[config.mk]
export PLATFORM = sky130hd
export DESIGN_NAME = alu_op_sequencer
export DESIGN_NICKNAME = d
export VERILOG_FILES = /design/src/rtl/alu_op_sequencer.sv
export SDC_FILE = /design/constraint.sdc
export NUM_CORES = 1
export LEC_CHECK = 0
export ABC_AREA = 0
export CORE_AREA = 4 4 96 98
export CTS_CLUSTER_SIZE = 24
export DETAILED_ROUTE_END_ITERATION = 10
export DIE_AREA = 0 0 100 102
export DONT_BUFFER_PORTS = 1
export GPL_TIMING_DRIVEN = 0
export SLEW_MARGIN = 40
export SYNTH_ARGS = -nofsm -noshare
export SYNTH_HDL_FRONTEND = slang
export SYNTH_SLANG_ARGS = --single-unit
[constraint.sdc]
create_clock -name clk -period 3 [get_ports clk]
set_input_delay 0.15 -clock clk [delete_from_list [all_inputs] [get_ports clk]]
set_output_delay 0.15 -clock clk [all_outputs]
set_load 0.1 [all_outputs]
[src/rtl/alu_op_sequencer.sv]
// Issues one or two ALU commands per accepted request and returns the
// captured results as a single lo/hi response.
module alu_op_sequencer #(
    parameter int unsigned SETTLE = 1
) (
    input  logic        clk,
    input  logic        reset,
    input  logic        req_valid,
    output logic        req_ready,
    input  logic [2:0]  req_op,
    input  logic [15:0] req_a,
    input  logic [15:0] req_b,
    output logic [15:0] alu_a,
    output logic [15:0] alu_b,
    output logic [2:0]  alu_command,
    input  logic [14:0] alu_res,
    output logic        rsp_valid,
    input  logic        rsp_ready,
    output logic [14:0] rsp_lo,
    output logic [14:0] rsp_hi,
    output logic        rsp_err
);

    typedef enum logic [1:0] {
        IDLE,
        ISSUE0,
        ISSUE1,
        RESP
    } state_t;

    localparam logic [3:0] LAST = 4'(SETTLE - 1);

    state_t      state;
    state_t      next_state;
    logic [3:0]  cnt;
    logic        two_q;
    logic [2:0]  cmd1_q;
    logic        accept;
    logic        settled;
    logic        legal;
    logic        two;
    logic        zero_div;
    logic        err_req;
    logic [2:0]  cmd0;
    logic [2:0]  cmd1;

    assign accept    = req_valid && req_ready;
    assign settled   = (cnt == LAST);
    assign rsp_valid = (state == RESP);

    // 15'h7FFF is the negative-zero encoding, so it counts as zero too
    assign zero_div = (req_op == 3'd4) &&
                      ((req_b[15:1] == 15'h0000) ||
                       (req_b[15:1] == 15'h7FFF));
    assign err_req  = !legal || zero_div;

    always_comb begin
        cmd0  = 3'd0;
        cmd1  = 3'd0;
        two   = 1'b0;
        legal = 1'b1;
        unique case (req_op)
            3'd0: cmd0 = 3'd0;
            3'd1: cmd0 = 3'd1;
            3'd2: cmd0 = 3'd2;
            3'd3: begin
                cmd0 = 3'd3;
                cmd1 = 3'd4;
                two  = 1'b1;
            end
            3'd4: begin
                cmd0 = 3'd6;
                cmd1 = 3'd5;
                two  = 1'b1;
            end
            default: legal = 1'b0;
        endcase
    end

    always_comb begin
        next_state = state;
        unique case (state)
            IDLE: begin
                if (accept)
                    next_state = err_req ? RESP : ISSUE0;
            end
            ISSUE0: begin
                if (settled)
                    next_state = two_q ? ISSUE1 : RESP;
            end
            ISSUE1: begin
                if (settled)
                    next_state = RESP;
            end
            RESP: begin
                if (rsp_ready)
                    next_state = IDLE;
            end
        endcase
    end

    always_ff @(posedge clk or posedge reset) begin
        if (reset)
            state <= IDLE;
        else
            state <= next_state;
    end

    always_ff @(posedge clk or posedge reset) begin
        if (reset) begin
            req_ready   <= 1'b0;
            alu_a       <= 16'h0000;
            alu_b       <= 16'h0000;
            alu_command <= 3'd0;
            rsp_lo      <= 15'h0000;
            rsp_hi      <= 15'h0000;
            rsp_err     <= 1'b0;
            cnt         <= 4'd0;
            two_q       <= 1'b0;
            cmd1_q      <= 3'd0;
        end else begin
            // registered so it stays low until the first edge after reset
            req_ready <= (next_state == IDLE);
            unique case (state)
                IDLE: begin
                    if (accept) begin
                        alu_a  <= req_a;
                        alu_b  <= req_b;
                        cnt    <= 4'd0;
                        two_q  <= two;
                        cmd1_q <= cmd1;
                        rsp_hi <= 15'h0000;
                        if (err_req) begin
                            rsp_err <= 1'b1;
                            rsp_lo  <= 15'h0000;
                        end else begin
                            rsp_err     <= 1'b0;
                            alu_command <= cmd0;
                        end
                    end
                end
                ISSUE0: begin
                    if (settled) begin
                        cnt    <= 4'd0;
                        rsp_lo <= alu_res;
                        if (two_q)
                            alu_command <= cmd1_q;
                    end else begin
                        cnt <= cnt + 4'd1;
                    end
                end
                ISSUE1: begin
                    if (settled) begin
                        cnt    <= 4'd0;
                        rsp_hi <= alu_res;
                    end else begin
                        cnt <= cnt + 4'd1;
                    end
                end
                RESP: ;
            endcase
        end
    end

endmodule

-- After elaboration in Yosys (flattened, before gate mapping)
Index checks and enable logic that the tools add are counted.
- bits of input ports: 54
- flip-flop bits (word level): 77
- output and inout port bits: 68
- word-level logic and storage cells: 73
- reduce and logical (&&, ||, !) cells: 21
- mux-type cells: 26
- add/sub/neg operators: 1
- equal/unequal tests: 14
- operators with widths (operator ; number):
    $mux 15 ; 4
    $pmux 15 s2 ; 2
    $eq 15x15->1 const B ; 1
    $logic_not 15->1 ; 1
    $mux 3 ; 4
    $ne 2x2->1 const B ; 6
    $pmux 3 s2 ; 2
    $pmux 3 s4 ; 1
    $mux 2 ; 5
    $mux 4 ; 2
    $pmux 2 s4 ; 1
    $pmux 4 s2 ; 1
    $eq 3x2->1 const B ; 2
    $reduce_bool 2->1 ; 3
    $reduce_and 5->1 ; 1
    $reduce_or 5->1 ; 1
    $add 4x1->4 const B ; 1
    $eq 2x2->1 const B ; 2
    $logic_not 2->1 ; 2
    $logic_not 4->1 ; 1
    $mux 1 ; 4
    $reduce_and 2->1 ; 2
    $reduce_and 4->1 ; 1
    $reduce_or 2->1 ; 2
    other kinds (8) ; 10

-- Depth between registers and ports, before layout
Gate-level depths: netlist of the first run.
- word-level depth: 9
- gate-level depth with buffers: 9
- gate-level depth less buffers: 7

-- Worst setup path before layout of the first run
OpenSTA, ideal clock, no wires.
- path type: register to register
- from: register req_ready
- to: register rsp_lo[14]
- setup time: 122 ps
- path buffers: 1
- clock period less this slack: 2258 ps
- cell stages (with the launch flop): 7
- data required time: 2878 ps
- arrival time: 2136 ps
- setup slack: 742 ps
- cell sequence: dfrtp_1 -> a21boi_0 -> a211o_1 -> a31o_4 -> clkbuf_8 -> nand2_1 -> o21ai_2
- cells in the longest elaborated chain, start to end: 3
- RTL lines (element ; RTL line ; RTL):
    from (decl) ; 9 ; output logic req_ready,
    from (signal assigned) ; 123 ; req_ready <= (next_state == IDLE);
    $logic_and 1x1->1 ; 47 ; assign accept = req_valid && req_ready;
    $ne 2x2->1 (no line) ; n/a ;
    $reduce_and 4->1 (no line) ; n/a ;
    to (signal assigned) ; 145 ; rsp_lo <= alu_res;
    to (decl) ; 19 ; output logic [14:0] rsp_lo,
No other way between the ends.
A chain may end at the register's enable or synchronous reset.

-- Final worst setup path of the first run
- from: register state[0]
- to: register alu_a[14]
- cells in the longest elaborated chain, start to end: 2
- RTL lines (element ; RTL line ; RTL):
    from (decl) ; 33 ; state_t state;
    from (signal assigned) ; 106 ; state <= next_state;
    $logic_not 2->1 ; 124 ; unique case (state)
    $reduce_and 2->1 (no line) ; n/a ;
    to (signal assigned) ; 127 ; alu_a <= req_a;
    to (decl) ; 13 ; output logic [15:0] alu_a,
No other way between the ends.

==> results of run 1 <==
==> through the flow <==
| step | cells | setup slack (ns) | hold WS [ns] |
|---|---|---|---|
| final | 474 | 0.705 | 0.0327 |
| after global routing | 474 | 0.506 | 0.0429 |
| after CTS | 474 | 0.674 | 0.0165 |
| after floorplan | 299 | 0.742 | 0.295 |
| after detailed placement | 410 | 0.683 | -0.0220 |
| after global placement | 407 | 0.127 | 0.299 |
==> Yosys cell counts, types with 2 or more instances <==
library cell	instances	area, um^2
sky130_fd_sc_hd__a32o_1	2	20.0
sky130_fd_sc_hd__mux2i_1	2	20.0
sky130_fd_sc_hd__o211ai_1	2	15.0
sky130_fd_sc_hd__nand2_2	2	12.5
sky130_fd_sc_hd__mux2_2	35	394
sky130_fd_sc_hd__nor2b_1	2	12.5
sky130_fd_sc_hd__nand2_1	72	270
sky130_fd_sc_hd__nor2_1	4	15.0
sky130_fd_sc_hd__nand3_1	4	20.0
sky130_fd_sc_hd__nor4_1	3	18.8
sky130_fd_sc_hd__clkbuf_1	12	45.0
sky130_fd_sc_hd__o21ai_2	17	149
sky130_fd_sc_hd__a21oi_1	6	30.0
sky130_fd_sc_hd__o21ai_0	21	105
sky130_fd_sc_hd__nor3_1	3	15.0
sky130_fd_sc_hd__buf_6	2	22.5
sky130_fd_sc_hd__nand4_1	3	18.8
sky130_fd_sc_hd__inv_1	10	37.5
sky130_fd_sc_hd__buf_2	2	10.0
sky130_fd_sc_hd__dfrtp_1	75	1880
sky130_fd_sc_hd__ha_1	6	75.1
==> registers in the layout, indices dropped and copies added (netlist names) <==
| register | count |
|---|---|
| state | 2 |
| req_ready | 1 |
| rsp_lo | 15 |
| alu_command | 3 |
| alu_a | 16 |
| rsp_err | 1 |
| cnt | 4 |
| alu_b | 16 |
| cmd1_q | 2 |
| rsp_hi | 15 |
==> worst max-delay path by stage <==
stage	from	end	slack, ns
after floorplan	req_ready	rsp_lo[14]	0.74
after global placement	reset	alu_a[10]	0.13
after detailed placement	state[0]	alu_a[12]	0.68
after global routing	state[0]	alu_a[14]	0.51
after CTS	state[0]	alu_a[12]	0.67
final	state[0]	alu_a[14]	0.70
==> per-layer routing <==
layer / wire length [um] / vias to the layer above / share of wire [%] / global-route usage, %
met4: 105 / 0 / 1.3 / 5.60
met1: 3230 / 1194 / 39 / 19.3
met5: 0 / - / 0 / 0
met3: 899 / 9 / 11 / 6.89
li1: - / 1150 / - / -
met2: 4120 / 107 / 49 / 27.4
==> worst max-delay path, delay by kind of cell (launching register included) <==
kind                       cells  cell delay (ns)
buffers and inverters          3             0.95
DFF                            1             0.43
and+or+nand+nor                1             0.14
adders and majority gates      1             0.25
muxes                          1             0.40
==> final cells by class <==
cell class,instances,share of cell area [%]
multi-input combinational,197,30.8
inverter,10,1.00
timing repair buffer,51,12.7
buffer,17,2.15
clock buffer,11,3.09
tap,108,3.18
clock inverter,5,1.26
sequential,75,45.9
==> kinds of logic after synthesis <==
group	count (synthesis)	share of synthesized area, %
compound gates	57	12.2
fa+ha+maj	6	2.27
buf+inv	27	3.89
flops	75	56.7
mux	37	12.5
simple gates	97	12.5
==> out/summary.log, run 1 <==
qor: global_route.grt_pass1_vias 2602
qor: clock_tree.clk_lat_worst_skew 0.34 ns
qor: setup_path.reg2reg_slack 0.70 ns
qor: sta.final-setup-viol-count 0
qor: hold_path.whs_path_depth 2
qor: finish.final_cell_mix 72 x sky130_fd_sc_hd__nand2_1, 60 x sky130_fd_sc_hd__dfrtp_2, 48 x sky130_fd_sc_hd__dlygate4sd3_1
qor: setup_path.timing.critical_path.arrival 2.52 ns
qor: global_route.antenna_violations_before_repair 0
qor: drt.drtAntennaViolNets 0
qor: yosys.ys_types 35
qor: sta.timing_worst_slew_pin_value 0.891 ns
qor: yosys.yosys_register_bits 75
qor: floorplan.fp-row-count 34
qor: placed_design.buffer_ports.inserted 0
qor: sta.hold_viol_final 0
qor: finish.layout.filler_cells 760
qor: yosys.synthesis.yosys.warnings 0
qor: setup_path.slowest_stage sky130_fd_sc_hd__clkbuf_1
qor: yosys.synth_area 3310 um^2
qor: yosys.cells_after_synthesis 299
qor: setup_path.reg2reg_to alu_a[14]
qor: drt.detail_route.vias_per_cell 5.19
qor: finish.sequential_cell_area 1950 um^2
qor: finish.finalNetCount 421
qor: hold_path.worst_hold_startpoint req_op[0]
qor: clock_tree.cts-htree-levels 3
qor: clock_tree.post_cts.repair.setup_buffers 0
qor: clock_tree.holdBufCountCts 48
qor: sta.final_period_utilization 76.5%
qor: floorplan.chipWidth 100 um
qor: placed_design.finalWeightedCongestion 0.826
qor: finish.postLayoutCoreUtil 50.3%
qor: setup_path.critical_path.max_fanout 10
qor: sta.grt_setup_unrepaired no
qor: hold_path.min_to cmd1_q[2]
qor: sta.timing.fmax 436 MHz
qor: yosys.syn_nets 359
qor: clock_tree.ctsResizeCount 0
qor: sta.slew-limit-headroom 40.6%
qor: setup_path.critPathMaxStageDelay 0.45 ns
qor: yosys.asyncSetResetFlopFracSynth 100%
qor: floorplan.design.die.area 10200 um^2
qor: drt.dr.pass1.iters 4
qor: floorplan.initial_utilization 39.1%
qor: global_route.grt.total_usage 16.5%
qor: drt.remaining_drc_errors 0
qor: global_route.grt_pass1_wl 13100 um
qor: clock_tree.tritoncts_num_sinks 75
qor: finish.mostFrequentLayoutCell sky130_fd_sc_hd__nand2_1
qor: drt.detail_route.wirelength 8350 um
qor: yosys.synth-edff-count 0
qor: setup_path.critical_path.cell_chain inv_1 -> ha_1 -> nand3_1 -> clkbuf_1 -> clkbuf_1 -> mux2_2
qor: sta.clock-skew-final 0.00859 ns
qor: drt.via_count 2460
qor: hold_path.hold_class primary input to register
qor: yosys.synth_sequential_area_ratio 56.7%
qor: floorplan.io_pins 122
qor: yosys.synth-main-ff-cell sky130_fd_sc_hd__dfrtp_1
qor: clock_tree.cts-root-to-sink-buffers 2
qor: global_route.grt_start_max_net_pins 53
qor: clock_tree.cts_tree yes
qor: floorplan.die_h 102 um
qor: finish.area.growth.synth_to_final 28.4%
qor: yosys.syn_avg_cell_area 11.1 um^2
qor: drt.average_routed_wire_per_standard_cell 17.6 um
qor: finish.final_design_area_no_fill 4250 um^2
qor: setup_path.worst-setup-path-type register to register
qor: sta.fin_setup_tns 0 ns
qor: clock_tree.cts_root_buf sky130_fd_sc_hd__clkbuf_8
qor: placed_design.detailedPlacementHpwl 5790 um
qor: sta.timing_max_transition_violations_final 0
qor: clock_tree.path_clk_slew 0.08 ns
qor: finish.diodes 0
qor: finish.area_of_the_multi_input_gates 1310 um^2
qor: setup_path.r2r.worst_path.cells 6
qor: setup_path.critical_path.endpoint_type register
qor: status.outcome completed
qor: setup_path.critical_path.reg2reg.startpoint state[0]
qor: flow_run.drv.max_cap_violation_count 0
qor: finish.share_of_post_route_cells_with_drive_strength_above_1 38.3%
qor: floorplan.design.core.area 8470 um^2
qor: setup_path.timing.critical_path.required 3.23 ns
qor: sta.finalCriticalPeriod 2.30 ns
qor: setup_path.cp_common_cell sky130_fd_sc_hd__clkbuf_1
qor: clock_tree.cts_buffers 9
qor: drt.drt_iter0_drc 79
qor: placed_design.cell_area_after_placement 3550 um^2
qor: setup_path.timing.critical_path.from_type register
qor: global_route.final_global_route_overflow_total 0
Power of run 1 is left out: the tool's default activity adds up to more than one toggle a clock period on the data nets, which glitch-free logic cannot reach.
==> inputs of run 2 (changes only) <==
clock period = 2.1 ns   (was 3 ns; I/O delays follow)
==> run 2 against run 1 <==
  * First-iteration DRC count is 28% lower
  * Hold slack better by 0.071 ns
  * Sequential cell count stayed put
  * Clock skew hardly changed
  * Fmax is 15% higher
  * Global-route usage is 0.20 points higher
  * Worst setup slack worse by 0.60 ns
  * Via count hardly changed
==> out/summary.log, run 2 (same netlist as run 1, synthesis figures left out) <==
qor: placed_design.finalWeightedCongestion 0.854
qor: hold_path.whs_path_depth 3
qor: setup_path.critPathMaxStageDelay 0.41 ns
qor: sta.final-setup-viol-count 0
qor: clock_tree.cts-htree-levels 3
qor: finish.layout.filler_cells 744
qor: setup_path.cp.buffers_inverters 2
qor: global_route.grt.total_usage 16.7%
qor: setup_path.timing.critical_path.depth 8
qor: finish.final_cell_mix 71 x sky130_fd_sc_hd__nand2_1, 60 x sky130_fd_sc_hd__dfrtp_2, 50 x sky130_fd_sc_hd__dlygate4sd3_1
qor: setup_path.critical_path.max_fanout 10
qor: global_route.grt_start_max_net_pins 42
qor: setup_path.worst-setup-path-type register to register
qor: floorplan.chipWidth 100 um
qor: global_route.final_global_route_overflow_total 0
qor: finish.postLayoutCoreUtil 51.2%
qor: setup_path.timing.critical_path.arrival 2.23 ns
qor: clock_tree.cts_buffers 9
qor: setup_path.timing.critical_path.required 2.33 ns
qor: sta.clock-skew-final 0.00898 ns
qor: drt.average_routed_wire_per_standard_cell 17.4 um
qor: global_route.grt_pass1_wl 13300 um
qor: sta.timing.fmax 500 MHz
qor: drt.remaining_drc_errors 0
qor: global_route.grt_pass1_vias 2705
qor: clock_tree.cts_tree yes
qor: sta.finalCriticalPeriod 2.00 ns
qor: status.outcome completed
qor: placed_design.detailedPlacementHpwl 5850 um
qor: finish.mostFrequentLayoutCell sky130_fd_sc_hd__nand2_1
qor: floorplan.die_h 102 um
qor: finish.diodes 0
qor: finish.biggestRegsByFlops alu_a: 16 flops, alu_b: 16 flops
qor: clock_tree.tritoncts_num_sinks 75
qor: sta.timing_worst_slew_pin_value 0.895 ns
qor: clock_tree.clk_lat_worst_skew 0.34 ns
qor: setup_path.crit_family compound AO/OA/AOI/OAI gates
qor: sta.timing_max_transition_violations_final 0
qor: global_route.antenna_violations_before_repair 0
qor: sta.slew-limit-headroom 40.3%
qor: clock_tree.cts_root_buf sky130_fd_sc_hd__clkbuf_8
qor: floorplan.io_pins 122
qor: clock_tree.cts-root-to-sink-buffers 2
qor: flow_run.drv.max_cap_violation_count 0
qor: floorplan.initial_utilization 39.1%
qor: setup_path.slowest_stage sky130_fd_sc_hd__or3b_4
qor: floorplan.design.die.area 10200 um^2
qor: hold_path.hold_class primary input to register
qor: sta.final_period_utilization 95.2%
qor: drt.dr.pass1.iters 4
qor: drt.drt_iter0_drc 57
qor: drt.detail_route.wirelength 8310 um
qor: finish.share_of_post_route_cells_with_drive_strength_above_1 41.2%
qor: drt.drtAntennaViolNets 0
qor: setup_path.critical_path.cell_chain inv_1 -> ha_2 -> or3b_4 -> a211o_1 -> a31o_4 -> clkbuf_8 -> nand2_1 -> o21ai_2
qor: drt.via_count 2462
qor: setup_path.r2r.worst_path.cells 8
qor: finish.finalNetCount 427
qor: clock_tree.path_clk_slew 0.08 ns
qor: drt.detail_route.vias_per_cell 5.14
qor: placed_design.buffer_ports.inserted 0
qor: floorplan.fp-row-count 34
qor: setup_path.critical_path.endpoint_type register
qor: sta.hold_viol_final 0
qor: floorplan.design.core.area 8470 um^2
qor: setup_path.timing.critical_path.from_type register
qor: finish.area.growth.synth_to_final 30.8%
qor: sta.grt_setup_unrepaired no
==> run 2: worst reg2reg max path: stages (launching register included) <==
cell and delay, ns:
sky130_fd_sc_hd__dfrtp_1 0.38, sky130_fd_sc_hd__inv_1 0.06, sky130_fd_sc_hd__ha_2 0.16, sky130_fd_sc_hd__or3b_4 0.41
sky130_fd_sc_hd__a211o_1 0.32, sky130_fd_sc_hd__a31o_4 0.23, sky130_fd_sc_hd__clkbuf_8 0.17, sky130_fd_sc_hd__nand2_1 0.09
sky130_fd_sc_hd__o21ai_2 0.07
==> run 2: final timing paths <==
kind	slack, ns	start	end
worst min-delay path	0.10	req_op[0]	alu_command[0]
min in group asynchronous	0.24	reset	rsp_lo[4]
worst max-delay path	0.10	cnt[0]	rsp_lo[14]
max in group asynchronous	1.32	reset	alu_a[5]
worst min register to register	0.49	cmd1_q[0]	cmd1_q[0]
worst max register to register	0.10	cnt[0]	rsp_lo[14]
==> run 2: area by class of cell <==
class                           count  area (um^2)  share of cell area, %
Sequential cell                    75         1950                   45.1
Tap cell                          108          135                   3.12
Multi-Input combinational cell    197         1330                   30.7
Clock buffer                       12          145                   3.35
Buffer                             15         91.3                   2.11
Timing Repair Buffer               59          593                   13.7
Clock inverter                      3         40.0                  0.925
Inverter                           10         42.5                  0.982
==> run 2: routing by layer <==
layer / share of wire [%] / track usage (%)
met3: 12 / 9.83
met1: 36 / 17.6
met5: 0 / 0
met2: 50 / 28.4
met4: 1.5 / 4.77
==> run 2: stage by stage <==
| step | instance area (um^2) | hold WS, ns | std cells | worst slack [ns] | setup TNS [ns] |
|---|---|---|---|---|---|
| final | 4330 | 0.104 | 479 | 0.101 | 0 |
| after global routing | 4330 | 0.122 | 479 | 0.00674 | 0 |
| after detailed placement | 3550 | -0.0252 | 410 | -0.214 | -2.68 |
| after global placement | 3450 | 0.254 | 407 | -0.942 | -54.13 |
| after CTS | 4270 | 0.0822 | 479 | 0.00577 | 0 |
| after floorplan | 3310 | 0.250 | 299 | -0.0830 | -0.0830 |
==> run 2: what timing repair did <==
item,in CTS,in global routing
hold endpoints to repair,139,0
setup endpoints to repair,38,33
pin swaps,2,3
cloned,0,0
setup buffers,4,1
resized for setup,7,12
hold buffers,50,0
Power of run 2 is left out for the same reason.
